## config.mk

```make
export PLATFORM = sky130hd
export DESIGN_NAME = video_pattern_gen
export DESIGN_NICKNAME = d
export VERILOG_FILES = /design/src/rtl/video_pattern_gen.sv
export SDC_FILE = /design/constraint.sdc
export NUM_CORES = 1
export LEC_CHECK = 0
export ABC_AREA = 1
export CORE_MARGIN = 5
export CORE_UTILIZATION = 45
export DETAILED_ROUTE_END_ITERATION = 16
export SLEW_MARGIN = 40
export SYNTH_ARGS = -nofsm -noshare
export SYNTH_HDL_FRONTEND = slang
export SYNTH_SLANG_ARGS = --single-unit
```

## constraint.sdc

```tcl
create_clock -name clk -period 8.4 [get_ports clk]
set_clock_uncertainty 0.15 [all_clocks]
set_input_delay 1.68 -clock clk [delete_from_list [all_inputs] [get_ports clk]]
set_output_delay 1.68 -clock clk [all_outputs]
set_load 0.1 [all_outputs]
```

## src/rtl/video_pattern_gen.sv

```systemverilog
// Test-pattern video source: raster timing plus noise/bars/grid/gradient colour.
// Latency: one pixel; timing and colour for a pixel appear together after its ce_pix.
// Backpressure: none; free-running, and sinks sample the outputs on ce_pix.
module video_pattern_gen #(
    parameter int H_ACTIVE = 320,
    parameter int H_FP     = 16,
    parameter int H_SYNC   = 32,
    parameter int H_BP     = 32,
    parameter int V_ACTIVE = 240,
    parameter int V_FP     = 4,
    parameter int V_SYNC   = 3,
    parameter int V_BP     = 15,
    parameter int CE_DIV   = 8,
    parameter int CW       = 8
) (
    input  logic          clk,
    input  logic          reset,
    input  logic          scandouble,
    input  logic [1:0]    mode,
    input  logic [2:0]    chan_en,
    output logic          ce_pix,
    output logic          hblank,
    output logic          vblank,
    output logic          hsync,
    output logic          vsync,
    output logic          frame_start,
    output logic [CW-1:0] r,
    output logic [CW-1:0] g,
    output logic [CW-1:0] b
);
    localparam int H_TOTAL = H_ACTIVE + H_FP + H_SYNC + H_BP;
    localparam int V_TOTAL = V_ACTIVE + V_FP + V_SYNC + V_BP;
    localparam int HW      = $clog2(H_TOTAL);
    localparam int VW      = $clog2(V_TOTAL);
    localparam int DW      = $clog2(CE_DIV + 1);
    localparam int BAR_W   = H_ACTIVE / 8;

    // Pixel-clock divider. The period is chosen from scandouble in the first
    // clk of each period and then held, so a toggle never bends a strobe.
    logic [DW-1:0] div;
    logic [DW-1:0] p_reg;
    logic [DW-1:0] p_in;
    logic [DW-1:0] p_now;
    logic          ce;

    assign p_in   = scandouble ? DW'(CE_DIV / 2) : DW'(CE_DIV);
    assign p_now  = (div == '0) ? p_in : p_reg;
    assign ce     = (div == p_now - DW'(1));
    assign ce_pix = ce & ~reset;

    // Divider count and period latch.
    always_ff @(posedge clk or posedge reset) begin
        if (reset) begin
            div   <= '0;
            p_reg <= DW'(CE_DIV);
        end else begin
            if (div == '0) p_reg <= p_in;
            div <= ce ? '0 : div + DW'(1);
        end
    end

    logic [HW-1:0] hcnt;
    logic [VW-1:0] vcnt;
    int            hx;
    int            vx;
    logic          first_px;
    logic          act;
    logic [1:0]    mode_sh;
    logic [2:0]    en_sh;
    logic [1:0]    eff_mode;
    logic [2:0]    eff_en;
    logic [CW-1:0] fcnt;
    logic [CW-1:0] eff_fcnt;
    logic [15:0]   lfsr;
    logic          fs_reg;

    assign hx       = {{(32-HW){1'b0}}, hcnt};
    assign vx       = {{(32-VW){1'b0}}, vcnt};
    assign first_px = (hcnt == '0) && (vcnt == '0);
    assign act      = (hx < H_ACTIVE) && (vx < V_ACTIVE);
    // The first pixel of a frame already belongs to the newly captured settings.
    assign eff_mode = first_px ? mode : mode_sh;
    assign eff_en   = first_px ? chan_en : en_sh;
    assign eff_fcnt = first_px ? fcnt + CW'(1) : fcnt;

    // Bar index by comparing against constant bar edges; no divider needed.
    logic [2:0] bar_idx;
    always_comb begin
        bar_idx = '0;
        for (int k = 1; k < 8; k++) begin
            if (hx >= k * BAR_W) bar_idx = 3'(k);
        end
    end

    // Raw pattern colour for the current pixel, before blanking and channel masks.
    logic [CW-1:0] pat_r;
    logic [CW-1:0] pat_g;
    logic [CW-1:0] pat_b;
    logic          grid_on;
    always_comb begin
        pat_r   = '0;
        pat_g   = '0;
        pat_b   = '0;
        grid_on = (hx[3:0] == 4'd0) || (vx[3:0] == 4'd0) ||
                  (hx == H_ACTIVE - 1) || (vx == V_ACTIVE - 1);
        case (eff_mode)
            2'd0: begin
                pat_r = lfsr[15 -: CW];
                pat_g = lfsr[15 -: CW];
                pat_b = lfsr[15 -: CW];
            end
            2'd1: begin
                // Bars white..black: R drops on bars 2,3,6,7; G on 4..7; B on odd bars.
                pat_r = {CW{~bar_idx[1]}};
                pat_g = {CW{~bar_idx[2]}};
                pat_b = {CW{~bar_idx[0]}};
            end
            2'd2: begin
                pat_r = {CW{grid_on}};
                pat_g = {CW{grid_on}};
                pat_b = {CW{grid_on}};
            end
            default: begin
                pat_r = hx[CW-1:0];
                pat_g = vx[CW-1:0];
                pat_b = eff_fcnt;
            end
        endcase
    end

    // Raster counters, frame shadows, noise LFSR and registered outputs, all on ce.
    always_ff @(posedge clk or posedge reset) begin
        if (reset) begin
            hcnt    <= '0;
            vcnt    <= '0;
            fcnt    <= '0;
            lfsr    <= 16'hACE1;
            mode_sh <= 2'd0;
            en_sh   <= 3'b111;
            hblank  <= 1'b0;
            vblank  <= 1'b0;
            hsync   <= 1'b0;
            vsync   <= 1'b0;
            fs_reg  <= 1'b0;
            r       <= '0;
            g       <= '0;
            b       <= '0;
        end else if (ce) begin
            hcnt <= (hx == H_TOTAL - 1) ? '0 : hcnt + HW'(1);
            if (hx == H_TOTAL - 1) begin
                vcnt <= (vx == V_TOTAL - 1) ? '0 : vcnt + VW'(1);
            end
            if (first_px) begin
                mode_sh <= mode;
                en_sh   <= chan_en;
                fcnt    <= eff_fcnt;
            end
            if (act) lfsr <= {lfsr[14:0], lfsr[15] ^ lfsr[13] ^ lfsr[12] ^ lfsr[10]};
            hblank <= (hx >= H_ACTIVE);
            vblank <= (vx >= V_ACTIVE);
            hsync  <= (hx >= H_ACTIVE + H_FP) && (hx < H_ACTIVE + H_FP + H_SYNC);
            vsync  <= (vx >= V_ACTIVE + V_FP) && (vx < V_ACTIVE + V_FP + V_SYNC);
            fs_reg <= first_px;
            r      <= (act && eff_en[2]) ? pat_r : '0;
            g      <= (act && eff_en[1]) ? pat_g : '0;
            b      <= (act && eff_en[0]) ? pat_b : '0;
        end
    end

    // The pulse lands on the strobe at which sinks sample pixel (0,0).
    assign frame_start = fs_reg & ce_pix;

endmodule

```

# Word level (Yosys, flattened, before mapping)
# Cells that the tools add are included.
totals:
  regBits: 84
  in_bits: 8
  output_inout_bits: 30
  wordCells: 92
op_classes:
  addsub: 5
  order_cmp: 15
  n_eq_ne: 7
  n_mux: 21
  n_bitwise: 9
  n_reduce_logical: 19
op_table:
  columns: ["operator", "n"]
  rows:
  - ["$pmux W8 S3", 3]
  - ["$ge A9 B8 Y1 const B", 5]
  - ["$mux W8", 4]
  - ["$eq A9 B9 Y1 const B", 3]
  - ["$ge A9 B9 Y1 const B", 3]
  - ["$mux W3", 7]
  - ["$add A9 B1 Y9 const B", 2]
  - ["$ge A9 B7 Y1 const B", 2]
  - ["$logic_not A9 Y1", 2]
  - ["$lt A9 B8 Y1 const B", 2]
  - ["$lt A9 B9 Y1 const B", 2]
  - ["$mux W9", 2]
  - ["$logic_not A4 Y1", 3]
  - ["$mux W4", 3]
  - ["$eq A9 B8 Y1 const B", 1]
  - ["$ge A9 B6 Y1 const B", 1]
  - ["$add A8 B1 Y8 const B", 1]
  - ["$logic_and A1 B1 Y1", 7]
  - ["$reduce_and A2 Y1", 3]
  - ["$add A4 B1 Y4 const B", 1]
  - ["$eq A4 B4 Y1", 1]
  - ["$not A1 Y1", 4]
  - ["$sub A4 B1 Y4 const B", 1]
  - ["$logic_or A1 B1 Y1", 3]
  - ["other kinds (7)", 10]

# Logic depth before layout (Yosys ltp)
# Gate-level depths: netlist (run 1).
logic_depth:
  ltp_word: 11
  mapped_depth: 17
  depth_no_buf: 17

# Worst setup path after synthesis (run 1)
# No wires, ideal clock.
synth_path:
  path_kind: "input to output"
  startpoint: "in scandouble"
  endpoint: "out frame_start"
  t_arrival_ns: 4.412
  slack_ns: 2.158
  cell_stages: 8
  n_path_buf: 1
  cell_sequence: "nand2_4 nand2_2 nand2_1 nand3_1 nand2_4 nand2_4 buf_2 nor3_1"
synth_via:
  elab_chain_cells: 6
synth_rtl:
  columns: ["item", "line", "source"]
  rows:
  - ["start, declared", "18", "input logic scandouble,"]
  - ["$mux W4", "46", "assign p_in = scandouble ? DW'(CE_DIV / 2) : DW'(CE_DIV);"]
  - ["$mux W4", null, null]
  - ["$sub A4 B1 Y4", "48", "assign ce = (div == p_now - DW'(1));"]
  - ["$eq A4 B4 Y1", "48", null]
  - ["$and A1 B1 Y1", "49", "assign ce_pix = ce & ~reset;"]
  - ["$and A1 B1 Y1", "171", "assign frame_start = fs_reg & ce_pix;"]
  - ["end, declared", "26", "output logic frame_start,"]
# Every way passes these cells.

# Final worst setup path (run 1)
# Same ends and word-level chain as after synthesis.

==> results.md, run 1 <==
- Post-Layout Cell Count: approximately 830
- FF-to-FF End: fcnt[4]
- # IOs: 38
- Max Cap Violations: 0
- Max Slew Vio Count: 0
- Max Fclk: 182 MHz
- Largest registers: lfsr (16), hcnt (9), vcnt (9)
- #FFs+latches synth: 84
- Cells after DPL: about 820
- Reg2reg setup slack: 5170 ps
- CP Class: in2out
- Htree depth: 3
- Async S/R FF share, synth: 100%
- Vias post-DR: 4124
- Via/cell ratio: 4.96
- Antenna-violating nets left: 0
- Clk_lat worst skew: 380 ps
- Global-route wire length before repair: 19100 um
- Pwr/cell area: around 190 nW/um^2
- Final Setup Violations: 0
- GRT Util Overall: about 18%
- Critical Path Start Type: input port
- R2R depth: 16
- Post-synth top area share: 36.2%
- Worst-Margin Slew: 714 ps
- Initial antenna violation count: 0
- CTS Root Cell: clkbuf_8
- Status: finished, final reports clean
- Top_reg_cell synth: dfrtp_1
- Reg area: approximately 2100 um^2
- Row count: 38
- Min Tclk post-route: about 5500 ps
- Starting density of the core: a little under half
- Hpwl dp: 8110 um
- Hold wc startpoint: lfsr[6]
- R2r startpoint: div[0]
- DR pass1 iterations: 5
- Placed cell area: 5240 um^2
- Most frequent cell after synthesis: nand2_1
- Final Hold Violating Endpoints: 0
- Congestion Overflow GR: 0
- Clock-pin slew on the worst setup and hold paths: around 90 ps
- Initial drt markers: 264
- HP Class: reg2reg
- Fin area: 5410 um^2
- Register area share after synthesis: 42.6%
- Avg Cell Area, Syn: 7.60 um^2
- CTS tree: yes
- Setup Fix Bufs, Post-CTS: 0
- Net Count, Synth: 671
- Worst Path Arrival: 3670 ps
- Gate Count Post-Synth: about 650
- Core ar.: 10800 um^2
- Crit share post-route: between 60% and 70%
- Yosys cell types: 34
- Largest net degree at the start of global routing: between 80 and 90
- Share of cells above drive strength 1: 17.2%
- Hold buffers post-CTS: 0
- Multi-input logic area: around 2500 um^2
- Die ar.: around 13000 um^2
- Die Width: 115 um
- Vias in the first global route: 3944
- RSZ-0062 raised after global routing: no
- Post-CTS Resized: 0
- VDD IR max: just under 0.1 mV
- # fillers: 1106
- CP Capture Type: output pin
- Clock Sinks: 84
- Setup_tns: 0 ps
- Synth top cells by count: nand2_1 (232), nor2_1 (82), dfrtp_1 (72)
- Final net count: 703
- Area Growth Syn to Fin: 8.86%
- Antenna cells: 0
- Number of synthesized flops with an enable pin: 0
- Largest reg by FF count: lfsr
- Worst Hold Path EP: lfsr[7]
- Yosys top cell by area: dfrtp_1
- CP Max Fanout: 46
- Synth Cell Area: 4970 um^2
- Final Wtd Congestion: 0.871
- WL/cell: 13.8 um
- Worst Path Required: 6570 ps
- Clk buf depth: 2
- CTS Buf Count: 9
- Synth area leaders: dfrtp_1 (36%), nand2_1 (18%), dfstp_2 (6.3%)
- Synth Warn #: 0
- Port-buffer cells: 37
- Max transition margin: 52.4%
- Residual DRC: 0
- Final WL: 11500 um
- Leakage: 0.00304 uW
- Number of cells on the worst hold path: 2
- Die Y-Extent: 115 um
- Max FFs per register: 16
==> layer usage <==
metal / wire [um] / global-route usage [%]
met4: 217 / 7.82
met2: 5300 / 28.2
met3: 358 / 3.05
met5: 0 / 0
met1: 5620 / 25.4
==> critical path, cell delays in order <==
cell and delay, ps:
clkdlybuf4s50_1 510, nand2_4 80, nand2_2 60, nand2_1 70, nand2_1 60, nand2_1 80
nand2_4 120, nand2_4 310, nor3_1 230, buf_2 460
==> stage by stage <==
| stage | utilization, % | hold WS, ps | worst slack, ps | total power (uW) |
|---|---|---|---|---|
| 2_1_floorplan | - | 292 | 2160 | 720 |
| 3_3_place_gp | 49.7 | 300 | 2220 | 764 |
| 3_5_place_dp | 48.3 | 305 | 2880 | 765 |
| 4_1_cts | 49.9 | 322 | 2870 | 1040 |
| 5_1_grt | 49.9 | 345 | 2710 | 1090 |
| 6_report | 49.9 | 319 | 2900 | 1030 |
==> worst max path at each step <==
stage,to,from,slack [ps]
after global placement,frame_start,scandouble,2220
after CTS,frame_start,scandouble,2870
after floorplan,frame_start,scandouble,2160
final,frame_start,scandouble,2900
after global routing,frame_start,scandouble,2710
after detailed placement,frame_start,scandouble,2880
==> layout make-up <==
type | instances | share of cell area [%]
Timing Repair Buffer | 38 | 4.32
Tap cell | 140 | 3.24
Inverter | 63 | 4.44
Clock buffer | 9 | 2.29
Sequential cell | 84 | 39.1
Clock inverter | 7 | 0.948
Multi-Input combinational cell | 490 | 45.7
==> cells in the final DEF (no fill, tap or decap), types with 15 or more instances in the layout <==
cell type,instances
inv_2,16
nand3_1,36
o21ai_0,30
dfrtp_1,72
nor2_1,82
buf_2,30
xor2_1,15
nand2_1,232
inv_1,44
==> kinds of logic (layout without fill, tap and decap cells) <==
family                   after synthesis  count (layout)  synth area share (%)
AND/OR/NAND/NOR                      416             416                  38.7
AO/OA/AOI/OAI                         41              41                  4.48
flip-flops                            84              84                  42.6
adder cells (fa/ha/maj)                9               9                  2.26
buffers and inverters                 80             117                  7.72
XOR/XNOR                              24              24                  4.23
==> where the power goes <==
| group | total, uW | switching, uW | internal, uW |
|---|---|---|---|
| sequential | 475 | 37.4 | 438 |
| combinational | 281 | 202 | 78.5 |
| clock | 271 | 163 | 109 |
| total | 1030 | 402 | 625 |
Power figures use the tool's default switching activity.
==> run 2, diff against run 1 <==
- PLACE_DENSITY: default -> 0.67
- clock period: 8.4 -> 4.5 ns (I/O delays scaled with it)
==> run 2 against run 1 <==
  * Routed wire length is 4.1% lower
  * Count of clock-buffer cells in the layout is 1 higher
  * Clock power is 110% higher
  * Critical path type is now reg2out
  * Hold slack better by 1.4 ps
  * Combinational power is 87% higher
  * Worst setup slack worse by 2200 ps
  * Register-to-register slack worse by 3800 ps
  * Critical endpoint is now ce_pix
  * Critical path depth is 4 higher
  * Flip-flop and latch count stayed put
  * Highest routed layer unchanged
  * Via count is 2.2% higher
  * Power is 92% higher
  * Cell area is 1.2% higher
  * Largest cell class unchanged
==> results.md, run 2 (synthesized netlist as in run 1, its figures left out) <==
- Status: finished, final reports clean
- CTS Root Cell: clkbuf_8
- Htree depth: 3 (unchanged)
- Max transition margin: 63.0% (+11 points)
- GR met2 Demand/Resource: 29.0% (+0.77 points)
- CTS tree: yes
- Antenna cells: 0 (unchanged)
- Setup_tns: 0 ps (unchanged)
- Die Y-Extent: 115 um (unchanged)
- Worst path bufs/invs: 4 (+2)
- Setup Fix Bufs, Post-CTS: 0 (unchanged)
- Die ar.: 13300 um^2 (unchanged)
- Crit share post-route: 84.5%
- R2r startpoint: div[0]
- Gr busiest metal: met2
- Max FFs per register: 16 (unchanged)
- HP Class: reg2reg
- Final Setup Violations: 0 (unchanged)
- Max Fclk: 263 MHz
- Reg2reg setup slack: 1330 ps (-3840 ps)
- Via/cell ratio: 5.06 (+2.1%)
- Final net count: 704 (+0.14%)
- Largest reg by FF count: lfsr
- CP Max Fanout: 11 (-76%)
- Largest net degree at the start of global routing: 63 (-26%)
- Row count: 38 (unchanged)
- Clock Sinks: 84 (unchanged)
- Met1 Use GR: 24.3% (-1.1 points)
- Min Tclk post-route: ~3800 ps
- Largest registers: lfsr (16), hcnt (9), vcnt (9)
- Fin area: 5480 um^2 (+1.2%)
- Starting density of the core: 45.9% (unchanged)
- Global-route wire length before repair: 18900 um (-0.76%)
- Final Wtd Congestion: 0.887 (+1.9%)
- WL/cell: 13.3 um (-4.2%)
- Total power: 1970 uW (+92%)
- Critical Path Start Type: register
- Crit-path cells: inv_1, ha_1, nand2_4, inv_2, nor2_1, inv_1, ha_1, xnor2_1, nand3b_1, nand2_2, nor2_8, nand2_4, nor2_1, buf_12
- Residual DRC: 0 (unchanged)
- Leakage: 0.00305 uW (+0.52%)
- Clk_lat worst skew: 360 ps (-20 ps)
- Commonest non-fill, non-tap cell in the layout: nand2_1
- Hold wc startpoint: lfsr[5]
- Max Cap Violations: 0 (unchanged)
- Initial antenna violation count: 0 (unchanged)
- Vias in the first global route: 4022 (+2.0%)
- DR pass1 iterations: 5 (unchanged)
- Antenna-violating nets left: 0 (unchanged)
- Delay-heaviest family, CP: simple AND/OR/NAND/NOR gates
- Share of cells above drive strength 1: 17.3% (+0.12 points)
- Crit. Startpoint: div[0]
- Worst Path Arrival: 2750 ps (-920 ps)
- Congestion Overflow GR: 0 (unchanged)
- Final Hold Violating Endpoints: 0 (unchanged)
- Pwr/cell area: 360 nW/um^2 (+90%)
- Vias post-DR: 4214 (+2.2%)
- Core ar.: 10800 um^2 (unchanged)
- Clk buf depth: 2 (unchanged)
- GRT Util Overall: 17.9% (-0.40 points)
- Clock-pin slew on the worst setup and hold paths: 90 ps (about the same)
- CP Capture Type: output pin
- Max Slew Vio Count: 0 (unchanged)
- CTS Buf Count: 9 (unchanged)
- Port-buffer cells: 37 (unchanged)
- Hpwl dp: 8140 um (+0.39%)
- Area Growth Syn to Fin: 10.2%
- # IOs: 38 (unchanged)
- Worst Path Required: 3450 ps (-3120 ps)
- Final WL: 11000 um (-4.1%)
- Commonest cells after routing, fill and taps aside: nand2_1 (232), nor2_1 (82), dfrtp_1 (72)
- Die Width: 115 um (unchanged)
- Post-CTS Resized: 0 (unchanged)
- VDD IR max: 0.134 mV (+36%)
- CP Class: reg2out
- Crit path largest cell delay: 410 ps (-100 ps)
- Worst-Margin Slew: 554 ps (-160 ps)
- RSZ-0062 raised after global routing: no
- Placed cell area: 5280 um^2 (+0.81%)
- Hold buffers post-CTS: 0 (unchanged)
- Met3 GRT Util: 3.32% (+0.26 points)
- Slowest-stage cell, CP: dfrtp_1
- Initial drt markers: 295 (+12%)
## run 2: cell count changes in the layout (fill, tap and decap cells not counted), sizes merged
| cell | before | now |
|---|---|---|
| buf | 30 | 32 |
| inv | 63 | 62 |
| bufinv | 0 | 1 |
| clkinv | 5 | 4 |
## run 2: layer usage
| metal | share of wire (%) | up-vias |
|---|---|---|
| met5 | 0 | - |
| met4 | 1.2 | 0 |
| met3 | 4.8 | 12 |
| met2 | 48 | 99 |
| met1 | 46 | 1994 |
| li1 | - | 2109 |
## run 2: layout make-up
class,count,area (um^2)
clock buffers,10,128
clock inverters,6,73.8
fillers,1063,5360
inverters,63,244
multi-input cells,490,2480
flip-flops and latches,84,2120
well taps,140,175
repair buffers,39,265
## run 2: power by group
part | internal, uW | switching (uW) | total [uW]
sequential | 817 | 71.6 | 888
clock | 263 | 296 | 558
combinational | 146 | 381 | 526
## run 2: metrics by stage
step | setup WS, ps | util, % | cells | hold slack [ps]
floorplan | 180 | - | 654 | 292
global placement | 1080 | 50.0 | 816 | 299
detailed placement | 1010 | 48.7 | 816 | 305
CTS | 652 | 50.6 | 832 | 320
global route | 477 | 50.6 | 832 | 340
finish | 696 | 50.6 | 832 | 320
## run 2: worst paths after layout
check,endpoint,depth (start not counted)
min reg2reg,lfsr[6],2
max reg2reg,fcnt[7],18
max,ce_pix,14
min,lfsr[6],2
min in group asynchronous,p_reg[2],2
max in group asynchronous,lfsr[15],3
## run 2: worst register-to-register path, stage by stage (launching register included)
cell and delay, ps:
dfrtp_1 410, inv_1 70, ha_1 230, nand2_4 110, inv_2 60, nor2_1 130, inv_1 60, ha_1 190
xnor2_1 200, nand3b_1 160, nand2_2 100, nor2_8 150, nand2_4 130, buf_4 280, inv_4 270, nand2_4 100
inv_2 150, nand2_1 70, o21ai_0 70
